$ cat src/rtl/mips_multicycle_if.sv
// mips_multicycle_if: unified instruction/data memory port for mips_multicycle.
// One request at a time; an access completes at the clock edge where req & ready.
//   req    master->slave  access request, held until completion
//   we     master->slave  1 = write, 0 = read
//   addr   master->slave  word address (ADDR_W bits)
//   wdata  master->slave  store data
//   rdata  slave->master  read data, valid in the cycle ready=1
//   ready  slave->master  completes the pending access
interface mips_multicycle_if #(
   parameter int unsigned ADDR_W = 10
) ();
   logic              req;
   logic              we;
   logic [ADDR_W-1:0] addr;
   logic [31:0]       wdata;
   logic [31:0]       rdata;
   logic              ready;

   modport master (output req, we, addr, wdata, input rdata, ready);
   modport slave  (input req, we, addr, wdata, output rdata, ready);
endinterface

$ cat src/rtl/mips_multicycle.sv
// mips_multicycle: multi-cycle MIPS-I subset core (FETCH/DECODE/EXEC/MEM/WB/HALT) with its own
// 32x32 register file and ALU, sharing one req/ready memory port for fetches and data.
// Ports:
//   clk     rising-edge clock
//   rst     asynchronous active-high reset
//   mem     unified memory port (master side of mips_multicycle_if)
//   pc_o    current PC (debug)
//   halted  sticky, set when an illegal opcode/funct is decoded; cleared only by reset
// Optional feature: define MIPS_MC_EXT_ISA_EN to add slt, bne, jal and jr; without it those
// encodings are illegal and halt the core.
module mips_multicycle #(
   parameter int unsigned ADDR_W   = 10,
   parameter logic [31:0] RESET_PC = 32'h0
) (
   input  logic                     clk,
   input  logic                     rst,
   mips_multicycle_if.master        mem,
   output logic [31:0]              pc_o,
   output logic                     halted
);

   localparam logic [5:0] OpRtype = 6'h00;
   localparam logic [5:0] OpJ     = 6'h02;
   localparam logic [5:0] OpBeq   = 6'h04;
   localparam logic [5:0] OpOri   = 6'h0D;
   localparam logic [5:0] OpLui   = 6'h0F;
   localparam logic [5:0] OpLw    = 6'h23;
   localparam logic [5:0] OpSw    = 6'h2B;
   localparam logic [5:0] FnAddu  = 6'h21;
   localparam logic [5:0] FnSubu  = 6'h23;
   localparam logic [5:0] FnAnd   = 6'h24;
   localparam logic [5:0] FnOr    = 6'h25;
`ifdef MIPS_MC_EXT_ISA_EN
   localparam logic [5:0] OpJal   = 6'h03;
   localparam logic [5:0] OpBne   = 6'h05;
   localparam logic [5:0] FnJr    = 6'h08;
   localparam logic [5:0] FnSlt   = 6'h2A;
`endif

   typedef enum logic [2:0] {StFetch, StDecode, StExec, StMem, StWb, StHalt} state_e;

   state_e      state_q, state_d;
   logic [31:0] pc_q, pc_d, ir_q, ir_d, a_q, a_d, b_q, b_d;
   logic [31:0] alu_q, alu_d, mdr_q, mdr_d;
   logic        halted_q, halted_d;
   logic [31:0] rf_q [32];

   logic              req, we, legal, rf_we;
   logic [ADDR_W-1:0] addr;
   logic [4:0]        rf_waddr;
   logic [31:0]       rf_wdata, r_res;

   logic [5:0]  op, funct;
   logic [4:0]  rs, rt, rd;
   logic [15:0] imm;
   logic [31:0] sext_imm;
   logic        unused_shamt;

   assign op           = ir_q[31:26];
   assign rs           = ir_q[25:21];
   assign rt           = ir_q[20:16];
   assign rd           = ir_q[15:11];
   assign funct        = ir_q[5:0];
   assign imm          = ir_q[15:0];
   assign sext_imm     = {{16{imm[15]}}, imm};
   assign unused_shamt = ^ir_q[10:6];

   always_comb begin
      legal = 1'b0;
      case (op)
         OpRtype: begin
            case (funct)
               FnAddu, FnSubu, FnAnd, FnOr: legal = 1'b1;
`ifdef MIPS_MC_EXT_ISA_EN
               FnSlt, FnJr:                 legal = 1'b1;
`endif
               default:                     legal = 1'b0;
            endcase
         end
         OpJ, OpBeq, OpOri, OpLui, OpLw, OpSw: legal = 1'b1;
`ifdef MIPS_MC_EXT_ISA_EN
         OpJal, OpBne:                         legal = 1'b1;
`endif
         default:                              legal = 1'b0;
      endcase
   end

   always_comb begin
      r_res = '0;
      case (funct)
         FnAddu:  r_res = a_q + b_q;
         FnSubu:  r_res = a_q - b_q;
         FnAnd:   r_res = a_q & b_q;
         FnOr:    r_res = a_q | b_q;
`ifdef MIPS_MC_EXT_ISA_EN
         FnSlt:   r_res = {31'b0, $signed(a_q) < $signed(b_q)};
`endif
         default: r_res = '0;
      endcase
   end

   always_comb begin
      state_d  = state_q;
      pc_d     = pc_q;
      ir_d     = ir_q;
      a_d      = a_q;
      b_d      = b_q;
      alu_d    = alu_q;
      mdr_d    = mdr_q;
      halted_d = halted_q;
      req      = 1'b0;
      we       = 1'b0;
      addr     = pc_q[ADDR_W+1:2];
      rf_we    = 1'b0;
      rf_waddr = rt;
      rf_wdata = alu_q;
      unique case (state_q)
         StFetch: begin
            req = 1'b1;
            if (mem.ready) begin
               ir_d    = mem.rdata;
               pc_d    = pc_q + 32'd4;
               state_d = StDecode;
            end
         end
         StDecode: begin
            a_d   = rf_q[rs];
            b_d   = rf_q[rt];
            // Branch target precomputed here; pc_q already points at the next instruction.
            alu_d = pc_q + {sext_imm[29:0], 2'b00};
            if (legal) begin
               state_d = StExec;
            end else begin
               state_d  = StHalt;
               halted_d = 1'b1;
            end
         end
         StExec: begin
            state_d = StFetch;
            case (op)
               OpRtype: begin
`ifdef MIPS_MC_EXT_ISA_EN
                  if (funct == FnJr) begin
                     pc_d = a_q;
                  end else begin
                     alu_d   = r_res;
                     state_d = StWb;
                  end
`else
                  alu_d   = r_res;
                  state_d = StWb;
`endif
               end
               OpOri: begin
                  alu_d   = a_q | {16'h0, imm};
                  state_d = StWb;
               end
               OpLui: begin
                  alu_d   = {imm, 16'h0};
                  state_d = StWb;
               end
               OpLw, OpSw: begin
                  alu_d   = a_q + sext_imm;
                  state_d = StMem;
               end
               OpBeq: if (a_q == b_q) pc_d = alu_q;
               OpJ:   pc_d = {pc_q[31:28], ir_q[25:0], 2'b00};
`ifdef MIPS_MC_EXT_ISA_EN
               OpBne: if (a_q != b_q) pc_d = alu_q;
               OpJal: begin
                  // Link write happens in EXEC; pc_q already holds the return address.
                  rf_we    = 1'b1;
                  rf_waddr = 5'd31;
                  rf_wdata = pc_q;
                  pc_d     = {pc_q[31:28], ir_q[25:0], 2'b00};
               end
`endif
               default: state_d = StHalt;
            endcase
         end
         StMem: begin
            req  = 1'b1;
            we   = (op == OpSw);
            addr = alu_q[ADDR_W+1:2];
            if (mem.ready) begin
               if (op == OpSw) begin
                  state_d = StFetch;
               end else begin
                  mdr_d   = mem.rdata;
                  state_d = StWb;
               end
            end
         end
         StWb: begin
            rf_we    = 1'b1;
            rf_waddr = (op == OpRtype) ? rd : rt;
            rf_wdata = (op == OpLw) ? mdr_q : alu_q;
            state_d  = StFetch;
         end
         StHalt:  halted_d = 1'b1;
         default: state_d  = StHalt;
      endcase
   end

   always_ff @(posedge clk or posedge rst) begin
      if (rst) begin
         state_q  <= StFetch;
         pc_q     <= RESET_PC;
         ir_q     <= '0;
         a_q      <= '0;
         b_q      <= '0;
         alu_q    <= '0;
         mdr_q    <= '0;
         halted_q <= 1'b0;
         for (int i = 0; i < 32; i++) rf_q[i] <= '0;
      end else begin
         state_q  <= state_d;
         pc_q     <= pc_d;
         ir_q     <= ir_d;
         a_q      <= a_d;
         b_q      <= b_d;
         alu_q    <= alu_d;
         mdr_q    <= mdr_d;
         halted_q <= halted_d;
         if (rf_we && (rf_waddr != 5'd0)) rf_q[rf_waddr] <= rf_wdata;
      end
   end

   // Request is gated by reset so an in-flight access is abandoned immediately.
   assign mem.req   = req & ~rst;
   assign mem.we    = we;
   assign mem.addr  = addr;
   assign mem.wdata = b_q;
   assign pc_o      = pc_q;
   assign halted    = halted_q;

endmodule
$ cat src/flat_wrapper.sv
// flat-port wrapper written by rule: the top's interface ports become plain ports
module mips_multicycle_flat 
#(
   parameter int unsigned ADDR_W   = 10,
   parameter logic [31:0] RESET_PC = 32'h0
)
  (clk, rst, pc_o, halted, mem_req, mem_we, mem_addr, mem_wdata, mem_rdata, mem_ready);
  mips_multicycle_if #(.ADDR_W(ADDR_W)) mem_i ();
  input  logic clk;
  input  logic rst;
  output logic [31:0] pc_o;
  output logic halted;
  output wire logic [$bits(mem_i.req)-1:0] mem_req;
  output wire logic [$bits(mem_i.we)-1:0] mem_we;
  output wire logic [$bits(mem_i.addr)-1:0] mem_addr;
  output wire logic [$bits(mem_i.wdata)-1:0] mem_wdata;
  input wire logic [$bits(mem_i.rdata)-1:0] mem_rdata;
  input wire logic [$bits(mem_i.ready)-1:0] mem_ready;
  assign mem_req = mem_i.req;
  assign mem_we = mem_i.we;
  assign mem_addr = mem_i.addr;
  assign mem_wdata = mem_i.wdata;
  assign mem_i.rdata = mem_rdata;
  assign mem_i.ready = mem_ready;
  mips_multicycle #(.ADDR_W(ADDR_W), .RESET_PC(RESET_PC)) u_core (.clk(clk), .rst(rst), .mem(mem_i), .pc_o(pc_o), .halted(halted));
endmodule
$ cat config.mk
export PLATFORM = sky130hd
export DESIGN_NAME = mips_multicycle_flat
export DESIGN_NICKNAME = d
export VERILOG_FILES = /design/src/rtl/mips_multicycle_if.sv /design/src/rtl/mips_multicycle.sv /design/src/flat_wrapper.sv
export SDC_FILE = /design/constraint.sdc
export NUM_CORES = 2
export LEC_CHECK = 0
export ABC_AREA = 1
export BUFFER_PORTS_ARGS = -buffer_cell sky130_fd_sc_hd__buf_2
export CAP_MARGIN = 20
export CORE_AREA = 2 2 559 561
export DETAILED_ROUTE_END_ITERATION = 12
export DIE_AREA = 0 0 561 563
export HOLD_SLACK_MARGIN = 0.1
export PLACE_DENSITY = 0.35
export RECOVER_POWER = 25
export SYNTH_ARGS = -nofsm -noshare
export SYNTH_HDL_FRONTEND = slang
export SYNTH_SLANG_ARGS = --single-unit
$ cat constraint.sdc
create_clock -name clk -period 57.2 [get_ports clk]
set_input_delay 8.58 -clock clk [delete_from_list [all_inputs] [get_ports clk]]
set_output_delay 8.58 -clock clk [all_outputs]
set_load 0.02 [all_outputs]
## Yosys cells after proc, flatten, opt, wreduce, memory -nomap -nowiden

Cells that the tools add are included.

| storage, ports and cells | value |
|---|---|
| word-level logic and storage cells | 140 |
| bits of input ports | 35 |
| flip-flop bits (word level) | 1220 |
| output and inout port bits | 77 |

| operators by class | value |
|---|---|
| bitwise logic cells | 10 |
| add/sub/neg operators | 5 |
| equality and inequality tests | 25 |
| reductions and logical operators | 21 |
| order comparisons | 4 |
| muxes and demuxes | 34 |

Operators by type and width:

| cell | count |
|---|---|
| bitwise mux 1024 bit | 1 |
| binary-select mux 32 bit (select 5 bit) | 2 |
| 2-to-1 mux 32 bit | 9 |
| one-hot mux 32 bit (4 select lines) | 2 |
| one-hot mux 32 bit (2 select lines) | 3 |
| demux 32 bit (select 5 bit) | 1 |
| adder 32 bit | 3 |
| == test 6 bit (second input constant) | 6 |
| adder 32 x 3 -> 32 bit (second input constant) | 1 |
| bitwise AND 32 bit | 1 |
| == test 32 bit | 1 |
| bitwise OR 32 x 16 -> 32 bit | 1 |
| bitwise OR 32 bit | 1 |
| subtractor 32 bit | 1 |
| >= comparator 6 bit (second input constant) | 3 |
| NOT 5 -> 6 bit | 3 |
| one-hot mux 3 bit (6 select lines) | 1 |
| == test 6 x 4 -> 1 bit (second input constant) | 2 |
| 2-to-1 mux 3 bit | 4 |
| 2-to-1 mux 10 bit | 1 |
| 2-to-1 mux 5 bit | 2 |
| one-hot mux 3 bit (3 select lines) | 1 |
| != test 2 bit (second input constant) | 4 |
| == test 3 x 2 -> 1 bit (second input constant) | 2 |
| 25 further kinds | 43 |

## Depth between registers and ports, before layout

| depth | value |
|---|---|
| word-level depth | 9 |
| depth in mapped cells | 23 |

## Least setup slack after synthesis

OpenSTA, ideal clock, no wires.

| path | value |
|---|---|
| path type | input to output |
| from | input rst |
| to | output mem_req |
| path slack | 39.700 ns |
| cell stages on the path | 1 |
| data required time | 48.620 ns |
| arrival | 8.920 ns |
| path through | a21oi_1 |

| between the ends | value |
|---|---|
| cells in the longest elaborated chain, start to end | 2 |

RTL lines:

| what | line | RTL |
|---|---|---|
| start: declaration | flat_wrapper.sv:10 | `input logic rst;` |
| NOT 1 bit | mips_multicycle.sv:230 | `assign mem.req = req & ~rst;` |
| bitwise AND 1 bit | mips_multicycle.sv:230 |  |
| end: declaration | flat_wrapper.sv:13 | `output wire logic [$bits(mem_i.req)-1:0] mem_req;` |

Every way passes these cells.

## Final worst setup path

Same ends and word-level chain as after synthesis.

==> results_dict.tcl <==
set metrics [dict create \
    p_seq_frac 0.262 \
    chipWidth_um 561 \
    outcome "finished, violations left" \
    fin_setup_tns_ns 0 \
    ratio_of_cells_with_drive_above_1_in_the_final_layout 0.0609 \
    total_wire_length_um 393000 \
    floorplan.die_area_mm2 0.316 \
    detailedRoute.firstIterationViolations 7525 \
    clk_latency_ns 0.87 \
    post-route-period-util 0.308 \
    detailroute.via_count 74700 \
    synthMuxAreaShare 0 \
    power.density_mw_per_mm2 69.1 \
    root_buffer "sky130_fd_sc_hd__clkbuf_16" \
    mostFrequentLayoutCells "sky130_fd_sc_hd__o21ai_0, sky130_fd_sc_hd__nand2_1, sky130_fd_sc_hd__nor2_1, sky130_fd_sc_hd__dfrtp_1, sky130_fd_sc_hd__a21oi_1" \
    p_int_mw 2.71 \
    grt-ovfl-total 0 \
    syn_area_mm2 0.0740 \
    power.switching_mw 3.06 \
    global_route_wire_length_before_repair_um 556000 \
    worstHoldPathType "reg -> reg" \
    grt_start_max_net_pins 149 \
    worst-endpoint-arrival_ns 9.06 \
    synth_fp_nets 10700 \
    port-buffer-count 111 \
    gp_routability_congestion 0.934 \
    max_slew.worst_pin.slew_ns 6.55 \
    grt_setup_unrepaired "no" \
    synth_top_family_by_area "compound AO/OA/AOI/OAI gates" \
    finalHoldViolations 0 \
    setup.worst_path.end_class "primary output" \
    worst_ir_drop_vdd_mv 0.0354 \
    period_needed_ns 17.64 \
    antenna_found_initial 35 \
    timing.setup.critical_path_class "in -> out" \
    totalPowerFinal_mw 5.77 \
    violations "max-capacitance violations, max-slew violations" \
    cts_inserted_buffers 167 \
    fp-row-count 205 \
    design.core.area_mm2 0.310 \
    drc 0 \
    power_frac_comb 0.553 \
    synth.distinct_cells 51 \
    compound_gate_fraction_of_synth_area 0.272 \
    report.final.slew_viol_count 1627 \
    cts_hold_repair.buffers 0 \
    async_flop_share 1.00 \
    vert_die_dim_um 563 \
    postCtsResizedCells 0 \
    yosys.area_share.xor_xnor 0.00272 \
    fillerInstances 34100 \
    layout.nets 10300 \
    critPathLaunchType "input pin" \
    synth-edff-count 0 \
    power_leakage_nw 36.2 \
    worstPathMaxFanout 2 \
    synth.avg_cell_area_um2 7.09 \
    number_of_primary_i_o_pins 112 \
    syn_to_final_growth_pct 12.9 \
    synth_sequential_area_ratio 0.413 \
    htree_num_levels 4 \
    cts-root-to-sink-buffers 4 \
    yosys_warnings 0 \
    first_global_vias 71800 \
    worst_setup_hold_path_clk_slew_ns 0.06 \
    tritoncts_clock_tree "built" \
    synth_seq_cells 1220 \
    slew-limit-headroom -3.37 \
    max_cap_violations 46 \
    synth_simple_gate_area_frac 0.198 \
    area_share_of_fa_ha_maj_cells_after_synthesis 0.0317 \
    most_common_library_cell_in_the_layout_ignoring_fill_and_taps "sky130_fd_sc_hd__o21ai_0" \
    detail_route.wl_per_cell_um 27.4 \
    global_route.usage.total 0.242 \
    power.switching_fraction 0.530 \
    final.setup_skew_ns 0.0795 \
    cts.sink_count 1220 \
    synth_flop_type "sky130_fd_sc_hd__dfrtp_1" \
    critPathRequiredTime_ns 48.62 \
    antenna_left 0 \
    maxClockFrequency_mhz 56.7 \
    cells_after_synth 10400 \
    post_cts.repair.setup_buffers 0 \
    routed_via_density 5.21 \
    initial_utilization 0.238 \
    drt-pass1-iter-count 6 \
    setup-violations-final 0 \
    dp.final_hpwl_um 247000 \
    share_clk_of_total_power 0.185 \
]
-- per-layer routing --
metal	track usage	up-vias	share of wire
met5	0	-	0.00043
met4	0.0907	24	0.041
met3	0.0340	594	0.058
met2	0.395	2628	0.45
met1	0.325	37100	0.45
li1	-	34400	-
-- power by group through the flow --
stage               Clock [mW]  Sequential (mW)  Combinational (mW)
finish                    1.07             1.51                3.19
global route              1.13             1.55                3.50
CTS                       1.10             1.51                3.17
detailed placement           0             1.52                3.16
global placement             0             1.51                3.16
floorplan                    0             1.39                1.96
-- synthesized netlist by cell type, drive strengths merged (5+ instances only) --
| master | number | area share |
|---|---|---|
| o211ai | 44 | 0.0045 |
| o22ai | 323 | 0.027 |
| a31oi | 26 | 0.0022 |
| o311ai | 41 | 0.0049 |
| inv | 742 | 0.038 |
| ha | 181 | 0.031 |
| o31ai | 17 | 0.0017 |
| o21ai | 2120 | 0.14 |
| a21oi | 888 | 0.060 |
| nand4 | 32 | 0.0028 |
| buf | 127 | 0.0080 |
| o21bai | 30 | 0.0030 |
| or2 | 8 | 0.00068 |
| xor2 | 15 | 0.0018 |
| xnor2 | 8 | 0.00095 |
| nand3b | 14 | 0.0014 |
| o32ai | 15 | 0.0018 |
| nor2 | 1453 | 0.075 |
| o21a | 35 | 0.0036 |
| clkinv | 6 | 0.00030 |
| o221ai | 37 | 0.0044 |
| a211oi | 56 | 0.0057 |
| a221oi | 26 | 0.0031 |
| clkbuf | 719 | 0.036 |
| nand2 | 1866 | 0.095 |
| o221a | 10 | 0.0015 |
| dfrtp | 1220 | 0.41 |
| nor3 | 105 | 0.0081 |
| a32o | 25 | 0.0034 |
| a21boi | 5 | 0.00051 |
| nand3 | 206 | 0.014 |
| a22oi | 5 | 0.00051 |
| nor4 | 8 | 0.00068 |
-- metrics by stage --
stage / instances / util / instance area, um2 / setup WS, ns / hold slack, ns
2_1_floorplan: 10400 / - / 74000 / 14.25 / 0.429
3_3_place_gp: 14000 / 0.253 / 78400 / 39.56 / 0.367
3_5_place_dp: 14000 / 0.253 / 78400 / 39.55 / 0.366
4_1_cts: 14300 / 0.270 / 83900 / 39.55 / 0.382
5_1_grt: 14300 / 0.269 / 83500 / 39.53 / 0.393
6_report: 14400 / 0.269 / 83500 / 39.56 / 0.377
-- path summary, 6_finish.rpt --
kind                       slack [ns]  depth (start not counted)               from             endpoint
setup / recovery                39.56                          3                rst              mem_req
hold / removal                   0.38                          0  u_core.rf_q[1013]    u_core.rf_q[1013]
setup reg to reg                45.18                          8    u_core.ir_q[17]  u_core.mem.wdata[1]
hold reg to reg                  0.38                          0  u_core.rf_q[1013]    u_core.rf_q[1013]
max in group asynchronous       46.15                          5                rst     u_core.rf_q[538]
min in group asynchronous        7.92                          2                rst        u_core.a_q[3]
-- critical path, stage by stage --
cell and delay (ns):
sky130_fd_sc_hd__buf_2 0.14, sky130_fd_sc_hd__a21oi_1 0.14, sky130_fd_sc_hd__buf_2 0.19
-- registers in the layout (all words and copies together) (netlist names) --
register,flops
u_core.mem.wdata,32
u_core.state_q,3
u_core.mdr_q,32
u_core.alu_q,32
u_core.pc_o,32
u_core.rf_q,1024
u_core.a_q,32
u_core.halted,1
u_core.ir_q,32
-- cell type report --
cell class,instances,area (um2),share of cell area
antenna,17,42.5,0.000509
tap,4140,5180,0.0620
clock inverter,38,423,0.00506
timing repair buffer,317,2160,0.0258
clock buffer,252,4990,0.0597
sequential,1220,30600,0.366
inverter,748,2850,0.0341
multi-input combinational,7618,37300,0.447
-- logic make-up (layout without fill, tap and decap cells) --
family | count (synthesis) | after routing
simple gates | 3699 | 3699
other cells | 0 | 17
buf+inv | 1594 | 1355
xor+xnor | 23 | 23
fa+ha+maj | 185 | 185
flops | 1220 | 1220
compound gates | 3711 | 3711
No activity file was read; power rests on OpenSTA's default activity.
